--- src/rtl/speed_pkg.sv ---
// Shared types and defaults for the speed controller's ADC sampling path.
package speed_pkg;

  // Conversion sequencer states.
  typedef enum logic [1:0] {
    WAIT_TICK,
    REQ,
    CONV,
    PUBLISH
  } seq_state_e;

  // Sample value meaning "stick centred / no acceleration".
  localparam logic [15:0] NEUTRAL_DATA = 16'h3200;

  // Default sample period and conversion timeout, in clock cycles.
  localparam int DEFAULT_SAMPLE_PERIOD = 10000;
  localparam int DEFAULT_TIMEOUT       = 1023;

endpackage

--- src/rtl/period_tick_gen.sv ---
// Free-running sample-period counter; o_tick marks the last cycle of each period.
module period_tick_gen
  import speed_pkg::*;
#(
  parameter int PERIOD = DEFAULT_SAMPLE_PERIOD
) (
  input  logic i_clk,
  input  logic i_rst,
  output logic o_tick
);

  localparam int CNT_W = (PERIOD > 1) ? $clog2(PERIOD) : 1;
  localparam logic [CNT_W-1:0] LAST = CNT_W'(PERIOD - 1);

  logic [CNT_W-1:0] cnt;

  // Count 0..PERIOD-1 and wrap; only reset ever disturbs the count.
  // NOTE: sequential state is always assigned with <= so every register samples pre-edge values.
  always_ff @(posedge i_clk or posedge i_rst) begin
    if (i_rst) begin
      cnt <= '0;
    end else if (cnt == LAST) begin
      cnt <= '0;
    end else begin
      cnt <= cnt + 1'b1;
    end
  end

  assign o_tick = (cnt == LAST);

endmodule

--- src/rtl/adc_channel_sequencer.sv ---
// Round-robin conversion sequencer sharing one ADC between the speed controller channels.
// One request per sample tick; waits for the result with a timeout, then publishes it.
module adc_channel_sequencer
  import speed_pkg::*;
#(
  parameter int                NUM_CH        = 2,
  parameter int                CH_W          = 1,
  parameter int                DATA_W        = 16,
  parameter int                SAMPLE_PERIOD = DEFAULT_SAMPLE_PERIOD,
  parameter int                TIMEOUT       = DEFAULT_TIMEOUT,
  parameter logic [DATA_W-1:0] NEUTRAL_DATA  = DATA_W'(speed_pkg::NEUTRAL_DATA)
) (
  input  logic              i_clk,
  input  logic              i_rst,
  input  logic              i_enable,
  output logic              o_adc_req,
  output logic [CH_W-1:0]   o_adc_ch,
  input  logic              i_adc_ack,
  input  logic              i_adc_valid,
  input  logic [DATA_W-1:0] i_adc_data,
  output logic [CH_W-1:0]   o_channel,
  output logic [DATA_W-1:0] o_data,
  output logic              o_valid,
  output logic              o_timeout_err,
  output logic              o_overrun,
  output logic              o_busy
);

  localparam int TO_W = (TIMEOUT > 0) ? $clog2(TIMEOUT + 1) : 1;
  localparam logic [TO_W-1:0] TIMEOUT_CNT = TO_W'(TIMEOUT);
  localparam logic [CH_W-1:0] LAST_CH     = CH_W'(NUM_CH - 1);

  seq_state_e        state_q, state_d;
  logic [CH_W-1:0]   cur_ch_q, cur_ch_d;
  logic [TO_W-1:0]   tcnt_q, tcnt_d;
  logic [DATA_W-1:0] cap_q, cap_d;
  logic              req_d;
  logic [CH_W-1:0]   adc_ch_d;
  logic [CH_W-1:0]   channel_d;
  logic [DATA_W-1:0] data_d;
  logic              valid_d, err_d, overrun_d, busy_d;
  logic              tick;

  function automatic logic [CH_W-1:0] next_ch(input logic [CH_W-1:0] ch);
    return (ch == LAST_CH) ? '0 : ch + CH_W'(1);
  endfunction

  period_tick_gen #(
    .PERIOD (SAMPLE_PERIOD)
  ) u_tick (
    .i_clk  (i_clk),
    .i_rst  (i_rst),
    .o_tick (tick)
  );

  // Next-state and next-output decode for the sequencer.
  // NOTE: every signal gets a default before the case so no path leaves one unassigned (no latches).
  always_comb begin
    state_d   = state_q;
    cur_ch_d  = cur_ch_q;
    tcnt_d    = tcnt_q;
    cap_d     = cap_q;
    req_d     = o_adc_req;
    adc_ch_d  = o_adc_ch;
    channel_d = o_channel;
    data_d    = o_data;
    valid_d   = 1'b0;
    err_d     = 1'b0;
    overrun_d = tick && (state_q != WAIT_TICK);

    case (state_q)
      WAIT_TICK: begin
        if (tick && i_enable) begin
          state_d  = REQ;
          req_d    = 1'b1;
          adc_ch_d = cur_ch_q;
        end
      end
      REQ: begin
        if (i_adc_ack) begin
          state_d = CONV;
          req_d   = 1'b0;
          tcnt_d  = '0;
        end
      end
      CONV: begin
        if (i_adc_valid) begin
          cap_d   = i_adc_data;
          state_d = PUBLISH;
        end else if (tcnt_q == TIMEOUT_CNT) begin
          err_d    = 1'b1;
          cur_ch_d = next_ch(cur_ch_q);
          state_d  = WAIT_TICK;
        end else begin
          tcnt_d = tcnt_q + TO_W'(1);
        end
      end
      PUBLISH: begin
        data_d    = cap_q;
        channel_d = cur_ch_q;
        valid_d   = 1'b1;
        cur_ch_d  = next_ch(cur_ch_q);
        state_d   = WAIT_TICK;
      end
      default: state_d = WAIT_TICK;
    endcase

    busy_d = (state_d == REQ) || (state_d == CONV);
  end

  // State, counters and all outputs registered; reset abandons any conversion in flight.
  always_ff @(posedge i_clk or posedge i_rst) begin
    if (i_rst) begin
      state_q       <= WAIT_TICK;
      cur_ch_q      <= '0;
      tcnt_q        <= '0;
      cap_q         <= '0;
      o_adc_req     <= 1'b0;
      o_adc_ch      <= '0;
      o_channel     <= '0;
      o_data        <= NEUTRAL_DATA;
      o_valid       <= 1'b0;
      o_timeout_err <= 1'b0;
      o_overrun     <= 1'b0;
      o_busy        <= 1'b0;
    end else begin
      state_q       <= state_d;
      cur_ch_q      <= cur_ch_d;
      tcnt_q        <= tcnt_d;
      cap_q         <= cap_d;
      o_adc_req     <= req_d;
      o_adc_ch      <= adc_ch_d;
      o_channel     <= channel_d;
      o_data        <= data_d;
      o_valid       <= valid_d;
      o_timeout_err <= err_d;
      o_overrun     <= overrun_d;
      o_busy        <= busy_d;
    end
  end

endmodule

--- config.mk ---
export PLATFORM = sky130hd
export DESIGN_NAME = adc_channel_sequencer
export DESIGN_NICKNAME = d
export VERILOG_FILES = /design/src/rtl/speed_pkg.sv /design/src/rtl/period_tick_gen.sv /design/src/rtl/adc_channel_sequencer.sv
export SDC_FILE = /design/constraint.sdc
export NUM_CORES = 1
export LEC_CHECK = 0
export ABC_CLOCK_PERIOD_IN_PS = 2900
export BUFFER_PORTS_ARGS = -buffer_cell sky130_fd_sc_hd__buf_2
export CORE_ASPECT_RATIO = 1.4
export CORE_UTILIZATION = 50
export CTS_CLUSTER_SIZE = 16
export DETAILED_ROUTE_END_ITERATION = 8
export PLACE_DENSITY_LB_ADDON = 0.2
export SLEW_MARGIN = 30
export SYNTH_ARGS = -nofsm -noshare
export SYNTH_HDL_FRONTEND = slang
export SYNTH_SLANG_ARGS = --single-unit
--- constraint.sdc ---
create_clock -name i_clk -period 2.9 [get_ports i_clk]
set_clock_uncertainty 0.15 [all_clocks]
set_input_delay 0.435 -clock i_clk [delete_from_list [all_inputs] [get_ports i_clk]]
set_output_delay 0.435 -clock i_clk [all_outputs]
set_load 0.01 [all_outputs]
Word-level counts from Yosys, hierarchy flattened
Cells that the tools add are included.

Register bits after elaboration: 66. Output and inout bits: 23. Word-level logic and storage cells: 62.

Add/sub/neg operators: 3. Equal/unequal tests: 12. Muxes and demuxes: 21. Reduce and logical (&&, ||, !) cells: 13.

Operator list (number): $mux 10 (3); $pmux 10 s2 (1); $add 14x1->14 const B (1); $eq 14x14->1 const B (1); $mux 14 (1); $add 10x1->10 const B (1); $eq 10x10->1 const B (1); $ne 2x2->1 const B (5); $mux 1 (9); $mux 2 (4); $pmux 2 s4 (1); $reduce_bool 2->1 (4); $eq 2x2->1 const B (3); $reduce_and 3->1 (2); $eq 2x1->1 const B (2); $pmux 1 s2 (2); $reduce_and 2->1 (2); $reduce_and 4->1 (1); $logic_and 1x1->1 (2); $logic_not 2->1 (1); $add 1x1->1 const B (1); $logic_or 1x1->1 (1).

Logic depth before layout (Yosys ltp)
Gate-level depths: netlist of the first run.

Depth after elaboration: 6. Mapped depth: 6. Depth with buffers taken out: 5.

Modules after synthesis
A second synthesis of the first run with hierarchy kept.

Cell total of the unflattened synthesis: 235. Area total of the unflattened synthesis: 2891.5 µm².

By module, submodules not included: adc_channel_sequencer (instances 1, cells an instance 172, area each 2219.6 µm², sequential area each 1305.0 µm²); period_tick_gen (instances 1, cells an instance 63, area each 671.9 µm², sequential area each 350.3 µm²).

Worst setup path after synthesis of the first run
Ideal clock, no wire load.

Path kind: reg-to-reg. Start: register u_tick.cnt[0]. End: register o_adc_ch. Setup time: 0.125 ns. Arrival: 1.560 ns. Required time: 2.625 ns. Path slack: 1.065 ns. Cell stages (with the launch flop): 7. Buffers on the path: 1. Period minus slack after synthesis: 1.835 ns. Cells stage by stage: dfrtp_1 ha_1 and3_1 and4_1 buf_2 nand3_1 mux2_2.

Cells in the longest elaborated chain, start to end: 3.

Ends and longest elaborated chain: from (decl) (RTL line period_tick_gen.sv:15) `logic [CNT_W-1:0] cnt;`; from (signal assigned) (RTL line period_tick_gen.sv:25) `cnt <= cnt + 1'b1;`; $eq 14x14->1 (RTL line period_tick_gen.sv:29) `assign o_tick = (cnt == LAST);`; $logic_and 1x1->1 (RTL line adc_channel_sequencer.sv:73) `if (tick && i_enable) begin`; $reduce_and 2->1 (no source line); to (signal assigned) (RTL line adc_channel_sequencer.sv:132) `o_adc_ch <= adc_ch_d;`; to (decl) (RTL line adc_channel_sequencer.sv:17) `output logic [CH_W-1:0] o_adc_ch,`.

Every way passes these cells. A chain may end at the register's enable or synchronous reset.

Final worst setup path of the first run
Start: register state_q[0]. End: register tcnt_q[9].

Cells in the longest elaborated chain, start to end: 3. Elaborated cells on any way between the ends: 8. Those cells by class: eq/ne: 5; mux: 1; reduce/logical: 2.

Ends and longest elaborated chain: from (decl) (RTL line adc_channel_sequencer.sv:33) `seq_state_e state_q, state_d;`; from (signal assigned) (RTL line adc_channel_sequencer.sv:127) `state_q <= state_d;`; $eq 2x2->1 or $eq 2x1->1 (tied branches) (RTL line adc_channel_sequencer.sv:71) `case (state_q)`; $ne 2x2->1 (no source line) or $reduce_bool 2->1 (tied branches); $reduce_and 4->1 (no source line); to (signal assigned) (RTL line adc_channel_sequencer.sv:129) `tcnt_q <= tcnt_d;`; to (decl) (RTL line adc_channel_sequencer.sv:35) `logic [TO_W-1:0] tcnt_q, tcnt_d;`.

Several ways; a longest one is shown, not always the timed one.

==> flow_summary.ini, run 1 <==
[finish]
drive_gt1_share_pct = 36.8
syn_to_final_growth_pct = 16.4
diodes = 0
final_area_um2 = 3330
instances_no_fill = 345
nNetsFinal = 295

[critical_path]
slowest_stage = dfrtp_1
slowest_delay_ps = 540
cp_max_fo = 11
path_depth = 4
arrival_ps = 2210
crit_chain = and3b_1, o21bai_1, o311ai_0, o41ai_1
reg2reg_depth = 4
crit_path_end_kind = flop
worstPathRequired_ps = 2960
crit_family = compound AO/OA/AOI/OAI gates
critical_path_class = flop to flop
startpoint_type = flop
cp_num_buf_inv = 0

[placement]
dp.cells = 329
placement.cell_area_um2 = 3130
gp_congestion = 0.823
dp_hpwl_um = 3630
portBuffers = 43

[die]
fp-row-count = 32
start_util_pct = 51.8
die-area_um2 = 6030
ioPinCount = 44
fp.dieH_um = 91.5
core_um2 = 5530
die_w_um = 65.9

[yosys]
synth_edf_count = 0
ys_types = 43
ys.flop_type = dfrtp_1
syn_avg_cell_area_um2 = 12.8
synth_top_area_share_pct = 55.1
synth_area_leader_cell = dfrtp_1
synth.most_common_cell = dfrtp_1
syn-instance-count = 224
ys_ff_latch = 66
syn_area_um2 = 2860
async_flop_share_pct = 100
synth_nets = 247
yosysWarnings = 0
ys_top_cells_by_count = dfrtp_1, mux2_2, nand2_1
synthTopCellsByArea = dfrtp_1, mux2_2, dfstp_2, xnor2_1, and3_1
yosysSeqAreaShare_pct = 57.9

[pwr]
leakagePower_nw = 1.56
p_per_area_nw_per_um2 = 847
peakVddDrop_mv = 0.514

[sta]
relSlewSlack_pct = 41.9
fin_crit_ps = 2150
worst_slew_pin_slew_ps = 870
setup_tns_ps = 0
fmax_ghz = 0.466
slew_violations = 0
period_share_pct = 74.1
timing_hold_violations_final = 0
finalSetupViolCount = 0
rsz0062_at_grt = no

[drt]
wl_per_cell_um = 15.0
drc = 0
first_pass_iters = 4
num_vias = 1925
drtIter0Drc = 71
postRouteAntennaNets = 0
via_per_inst = 5.58
wirelength_um = 5180

[grt]
grt_pass1_vias = 2034
grt.total_usage_pct = 20.3
antenna_found_initial = 0
grt_max_degree = 38
grt_overflow_total = 0
grt_pass1_wl_um = 9060

[cts]
numClockSinks = 66
cts-root-buf = clkbuf_8
cts_resized = 0
cts_made_buffers = 9
cts_tree = yes
ctsHtreeMaxLevel = 3
cts_hold_buf = 0
cts_buffer_depth = 2
path_clk_slew_ps = 80
clock_latency_ps = 340
post-cts-setup-buffer-count = 0

[worst_hold_path]
min_path_type = input pin to async pin

[job]
maxCapViolCount = 0

[outcome]
status = finished, final reports clean
==> routing by layer <==
layer  up-vias  track usage, %  wire (um)
li1        922               -          -
met1       959            23.3       2180
met2        34            34.0       2720
met3        10            5.15        188
met4         0            10.3         84
met5         -               0          0
==> kinds of logic after synthesis <==
group | Yosys count | synth area share, %
AND/OR/NAND/NOR | 68 | 14.2
multiplexers | 37 | 14.4
AO/OA/AOI/OAI | 30 | 7.17
flip-flops | 66 | 57.9
XOR/XNOR | 10 | 3.06
adder cells (fa/ha/maj) | 2 | 0.875
buffers and inverters | 11 | 2.41
==> state kept, by name, indices dropped and copies added (netlist names), 2 cells and up <==
name	cells
cap_q	16
o_data	16
state_q	2
tcnt_q	10
u_tick.cnt	14
==> power breakdown <==
part / internal, mW / switching, mW / total [mW]
Combinational: 0.368 / 0.326 / 0.694
Clock: 0.420 / 0.350 / 0.769
Sequential: 1.21 / 0.153 / 1.36
Total: 1.99 / 0.828 / 2.82
==> worst reg2reg max path, stage by stage (launching register included) <==
cell and delay [ps]:
dfrtp_1 540, and3b_1 490, o21bai_1 280, o311ai_0 420, o41ai_1 130
==> through the flow <==
stage | hold WS [ps] | util (%) | setup slack [ps] | power, mW
after global routing | 87.0 | 60.3 | 499 | 2.99
after CTS | 40.3 | 60.3 | 765 | 2.86
final | 24.6 | 60.3 | 752 | 2.82
after detailed placement | 301 | 56.6 | 786 | 2.08
after floorplan | 275 | - | 665 | 1.87
after global placement | 288 | 56.6 | 869 | 2.05
==> final timing paths <==
check	start	end	slack, ps
worst max register to register	state_q[0]$_DFF_PP0_	tcnt_q[9]$_DFFE_PP0P_	750
worst min-delay path	i_rst	tcnt_q[7]$_DFFE_PP0P_	20
worst max-delay path	state_q[0]$_DFF_PP0_	tcnt_q[9]$_DFFE_PP0P_	750
min in group i_clk	i_adc_data[12]	cap_q[12]$_DFFE_PP0P_	170
max in group asynchronous	i_rst	o_data[13]$_DFFE_PP1P_	1890
worst min register to register	u_tick.cnt[0]$_DFF_PP0_	u_tick.cnt[0]$_DFF_PP0_	310
==> layout by cell type (no fill, tap or decap), types with 3 or more instances in the layout <==
cell type   count
a21oi_1         3
a31oi_1         4
and3_1          8
buf_2          43
clkbuf_8       10
clkinvlp_4      3
dfrtp_1        63
dfstp_2         3
inv_1           3
mux2_2         34
mux2i_1         3
nand2_1        13
nand3_1        10
nand4_1         4
nor2_1         12
nor3_1          3
nor4_1          3
o21ai_0         8
o311ai_0        3
o41ai_1         3
xnor2_1         7
xor2_1          3
==> layout make-up <==
| type | instances | area [um^2] |
|---|---|---|
| fill | 467 | 2190 |
| sequential | 66 | 1660 |
| multi-input combinational | 147 | 1140 |
| timing repair buffer | 44 | 235 |
| clock buffer | 10 | 138 |
| tap | 68 | 85.1 |
| clock inverter | 6 | 66.3 |
| inverter | 4 | 15.0 |
No activity file was read; power rests on OpenSTA's default activity.
==> run 2: changes to the inputs <==
ABC_AREA = 1   (was default)
ABC_CLOCK_PERIOD_IN_PS = 2150   (was 2900)
clock period = 2.15 ns   (was 2.9 ns; I/O delays follow)
==> run 2 against run 1 <==
Against the previous run: synthesized cell count is 47% higher; global-route usage rose by 1.0 points; non-clock buffer count increased by 5; critical endpoint unchanged.
==> flow_summary.ini, run 2 <==
[die]
die-area_um2 = 6240
start_util_pct = 52.9
ioPinCount = 44
core_um2 = 5610
fp.dieH_um = 93.1
fp-row-count = 32
die_w_um = 67.1

[drt]
wirelength_um = 5790
first_pass_iters = 5
routed.top_layer = met4
num_vias = 2276
drt-met1-wl_um = 2450
via_per_inst = 4.98
wl_per_cell_um = 12.7
wl_met3_um = 211
route.met2.wl_um = 3030
drc = 0
drtIter0Drc = 90
postRouteAntennaNets = 0

[critical_path]
arrival_ps = 1850
cp_max_fo = 17
crit_chain = ha_1, nand2_2, nor2_4, nand3_2, o21ai_4, o21ai_0
reg2reg_depth = 6
slowest_delay_ps = 390
critical_path_class = flop to flop
slowest_stage = dfrtp_1
cp-startpoint = tcnt_q[1]$_DFFE_PP0P_
startpoint_type = flop
crit_path_end_kind = flop
worstPathRequired_ps = 2200
r2r-start = tcnt_q[1]$_DFFE_PP0P_

[job]
maxCapViolCount = 0

[sta]
timing_hold_violations_final = 0
fmax_ghz = 0.557
setup_tns_ps = 0
worst_slew_pin_slew_ps = 589
relSlewSlack_pct = 60.7
hold_ws_ps = 64.8
fin_crit_ps = 1800
rsz0062_at_grt = no
slew_violations = 0
finalSetupViolCount = 0
period_share_pct = 83.5

[finish]
layout_commonest_cell = nand2_1
diodes = 0
instances_no_fill = 457
nNetsFinal = 407
layout_common_cells = nand2_1, dfrtp_1, buf_2
syn_to_final_growth_pct = 16.7
drive_gt1_share_pct = 23.7
top_regs = cap_q x16, o_data x16, u_tick.cnt x14

[yosys]
ys.flop_type = dfrtp_1
syn-instance-count = 330
syn_avg_cell_area_um2 = 8.98
ys_types = 28
synth_top_area_share_pct = 53.2
synth_nets = 353
synth_area_leader_cell = dfrtp_1
yosysWarnings = 0
yosysSeqAreaShare_pct = 55.9
syn_area_um2 = 2960
ys_top_cells_by_count = nand2_1, dfrtp_1, inv_1
synthTopCellsByArea = dfrtp_1, nand2_1, mux2_2, inv_1, nand3_1
synth.most_common_cell = nand2_1
synth_edf_count = 0
ys_ff_latch = 66
async_flop_share_pct = 100

[outcome]
status = finished, final reports clean

[grt]
grt_pass1_wl_um = 9830
grt_max_degree = 25
grt_overflow_total = 0
grt.total_usage_pct = 21.3
antenna_found_initial = 0
grt_pass1_vias = 2240

[placement]
portBuffers = 43
gp_congestion = 0.906
dp_hpwl_um = 4210
dp.cells = 440

[pwr]
power_mw = 3.60
peakVddDrop_mv = 0.786
leakagePower_nw = 1.78
p_per_area_nw_per_um2 = 1040

[cts]
cts_made_buffers = 9
cts_tree = yes
numClockSinks = 66
cts_buffer_depth = 2
clock_latency_ps = 330
path_clk_slew_ps = 70
cts_resized = 0
cts-root-buf = clkbuf_8
ctsHtreeMaxLevel = 3

[worst_hold_path]
min-delay-start = i_adc_data[5]
worstHoldPathCells = 2
min_path_type = input pin to flop
==> run 2: cell types whose count changed after synthesis, moves of 4 or more <==
| cell | before | now |
|---|---|---|
| o21ai_0 | 8 | 15 |
| nor2_1 | 12 | 28 |
| nand3_1 | 10 | 21 |
| mux2_2 | 34 | 14 |
| xnor2_1 | 7 | 1 |
| and3_1 | 8 | 0 |
| nand4_1 | 4 | 8 |
| nand2_1 | 13 | 107 |
| a31oi_1 | 4 | 0 |
| inv_1 | 4 | 33 |
| xor2_1 | 3 | 7 |
==> run 2: cells by family after synthesis <==
logic type,share of synthesized area [%]
multiplexers,5.70
flip-flops,55.9
AND/OR/NAND/NOR,25.6
AO/OA/AOI/OAI,4.14
adder cells (fa/ha/maj),0.844
buffers and inverters,5.45
XOR/XNOR,2.36
==> run 2: final timing paths <==
| check | to | slack (ps) |
|---|---|---|
| setup / recovery | tcnt_q[9]$_DFFE_PP0P_ | 350 |
| hold / removal | cap_q[5]$_DFFE_PP0P_ | 60 |
| max in group asynchronous | u_tick.cnt[2]$_DFF_PP0_ | 740 |
| hold reg to reg | o_data[2]$_DFFE_PP0P_ | 320 |
| setup reg to reg | tcnt_q[9]$_DFFE_PP0P_ | 350 |
| min in group asynchronous | cap_q[7]$_DFFE_PP0P_ | 430 |
==> run 2: worst max-delay path, delay by kind of cell, from the launching register on <==
kind / cells / cell delay [ps]
adder cells (fa/ha/maj): 1 / 190
AND/OR/NAND/NOR: 3 / 390
flip-flops: 1 / 390
AO/OA/AOI/OAI: 2 / 540
==> run 2: power by group <==
part           total (mW)  internal (mW)  switching [mW]
clock               0.904          0.446           0.459
combinational       0.918          0.406           0.513
sequential           1.78           1.60           0.178
total                3.60           2.45            1.15
==> run 2: stage by stage <==
step	utilization, %	cell area, um^2	setup slack (ps)
detailed placement	58.4	3280	378
finish	61.7	3460	354
global route	61.7	3460	162
floorplan	-	2960	27.7
global placement	58.4	3280	462
CTS	61.7	3460	356
==> run 2: repair_timing <==
action | 4_1_cts | 5_1_grt
setup buffers | 0 | 0
hold buffers | 1 | 0
hold endpoints to repair | 21 | 0
==> run 2: cell type report <==
cell class	instances	area, um^2
repair buffers	49	275
inverters	33	124
well taps	68	85.1
clock inverters	5	31.3
clock buffers	11	141
flip-flops and latches	66	1660
fillers	510	2150
multi-input cells	225	1150
==> run 2: metal layers <==
metal  track usage (%)  vias to the layer above
li1                  -                     1156
met1              24.8                     1072
met2              35.8                       39
met3              5.98                        9
met4              9.22                        0
met5                 0                        -
==> run 3: changes to the inputs <==
ABC_CLOCK_PERIOD_IN_PS = 1530   (was 2150)
clock period = 1.53 ns   (was 2.15 ns; I/O delays follow)
==> run 3 against run 2 <==
Against the previous run: largest power group unchanged; critical path depth is 1 higher; highest routed layer unchanged; sequential power is 41% higher; core utilization is 9.2 points higher; hold slack worse by 59 ps; die area stayed put; combinational power is 79% higher; sequential share of layout area is 6.2 points lower; the run now ends with negative setup slack left; global-route usage is 2.3 points higher; fmax is 17% higher; clock-buffer cell count stayed put.
==> flow_summary.ini, run 3 (synthesis gave the netlist of run 2 again) <==
[die]
die-area_um2 = 6240
start_util_pct = 52.9
core_um2 = 5610
fp-row-count = 32
die_w_um = 67.1
ioPinCount = 44
fp.dieH_um = 93.1

[finish]
layout_commonest_cell = nand2_1
diodes = 0
final_core_util_pct = 70.9
top_regs = cap_q x16, o_data x16, u_tick.cnt x14
final_area_um2 = 3980
layout_common_cells = nand2_1, dfrtp_1, buf_2
nNetsFinal = 450
drive_gt1_share_pct = 31.9
syn_to_final_growth_pct = 34.2

[cts]
cts_made_buffers = 9
ctsHtreeMaxLevel = 3
clock_latency_ps = 340
cts_tree = yes
cts_buffer_depth = 2
path_clk_slew_ps = 70
cts-root-buf = clkbuf_8
numClockSinks = 66

[pwr]
peakVddDrop_mv = 0.937
p_per_area_nw_per_um2 = 1400
leakagePower_nw = 2.02

[critical_path]
arrival_ps = 1610
slowest_delay_ps = 360
slowest_stage = dfrtp_1
cp_max_fo = 11
worstPathRequired_ps = 1600
crit_chain = ha_2, nand2_2, nor2_4, nand3_4, o21ai_4, buf_12, o21ai_0
startpoint_type = flop
critical_path_class = flop to flop
crit_path_end_kind = flop

[sta]
rsz0062_at_grt = yes
worst_slew_pin_slew_ps = 358
finalSetupViolCount = 1
period_share_pct = 100
timing_hold_violations_final = 0
layout_setup_ws_ps = -7.43
relSlewSlack_pct = 76.1
fin_crit_ps = 1540
slew_violations = 0
setup_tns_ps = -7.43
fmax_ghz = 0.650

[placement]
portBuffers = 43
placement.cell_area_um2 = 3530
dp_hpwl_um = 4340
gp_congestion = 0.916

[drt]
num_vias = 2474
wl_per_cell_um = 12.8
drtIter0Drc = 186
drc = 0
via_per_inst = 4.95
first_pass_iters = 4
postRouteAntennaNets = 0
wirelength_um = 6400

[outcome]
violations = negative setup slack
status = complete, but fails checks

[grt]
grt.total_usage_pct = 23.7
grt_pass1_vias = 2554
grt_max_degree = 32
grt_pass1_wl_um = 10900
grt_overflow_total = 0
antenna_found_initial = 0

[worst_hold_path]
min_path_type = input pin to flop

[job]
maxCapViolCount = 0
run 3: final timing paths:
kind,start,to,slack [ps],cells after the start
max in group asynchronous,i_rst,o_data[12]$_DFFE_PP1P_,430,4
setup / recovery,tcnt_q[1]$_DFFE_PP0P_,tcnt_q[9]$_DFFE_PP0P_,-7,7
hold reg to reg,o_data[13]$_DFFE_PP1P_,o_data[13]$_DFFE_PP1P_,310,2
hold / removal,i_adc_data[15],cap_q[15]$_DFFE_PP0P_,6,3
setup reg to reg,tcnt_q[1]$_DFFE_PP0P_,tcnt_q[9]$_DFFE_PP0P_,-7,7
min in group asynchronous,i_rst,u_tick.cnt[5]$_DFF_PP0_,270,3
run 3: through the flow:
step	power (mW)	instances	hold slack [ps]	setup slack, ps
3_5_place_dp	4.09	465	80.1	-18.7
5_1_grt	5.93	500	32.0	-111
2_1_floorplan	3.40	330	153	-11.0
3_3_place_gp	4.02	465	79.5	37.0
4_1_cts	5.56	498	1.75	-19.5
6_report	5.56	500	5.78	-7.43
run 3: layer usage:
layer | up-vias | wire length [um] | GRT usage, %
met5 | - | 0 | 0
met4 | 0 | 153 | 12.2
met3 | 13 | 181 | 3.78
met2 | 47 | 3430 | 41.3
met1 | 1169 | 2640 | 27.0
li1 | 1245 | - | -
run 3: report_power, final:
part	leakage (nW)	internal [mW]	switching (mW)
clock	0.0933	0.750	0.666
combinational	1.09	0.827	0.814
sequential	0.838	2.25	0.253
total	2.02	3.83	1.73
run 3: cell type report:
class | instances | area [um^2]
repair buffers | 92 | 692
clock inverters | 5 | 56.3
multi-input cells | 225 | 1230
well taps | 68 | 85.1
inverters | 33 | 128
flip-flops and latches | 66 | 1660
fillers | 443 | 1630
clock buffers | 11 | 131
run 3: worst max-delay path: cells and delay by family, from the launching register on:
kind | cells | cell delay [ps]
AOI/OAI and AO/OA | 2 | 270
adders and majority gates | 1 | 180
buffers and inverters | 1 | 150
DFF | 1 | 360
and+or+nand+nor | 3 | 310
run 3: repair_timing:
action,in CTS,in global routing
setup endpoints to repair,15,33
setup buffers,0,2
hold buffers,17,0
hold endpoints to repair,44,0
cloned,0,0
gates resized for setup,3,26
pin swaps,1,5
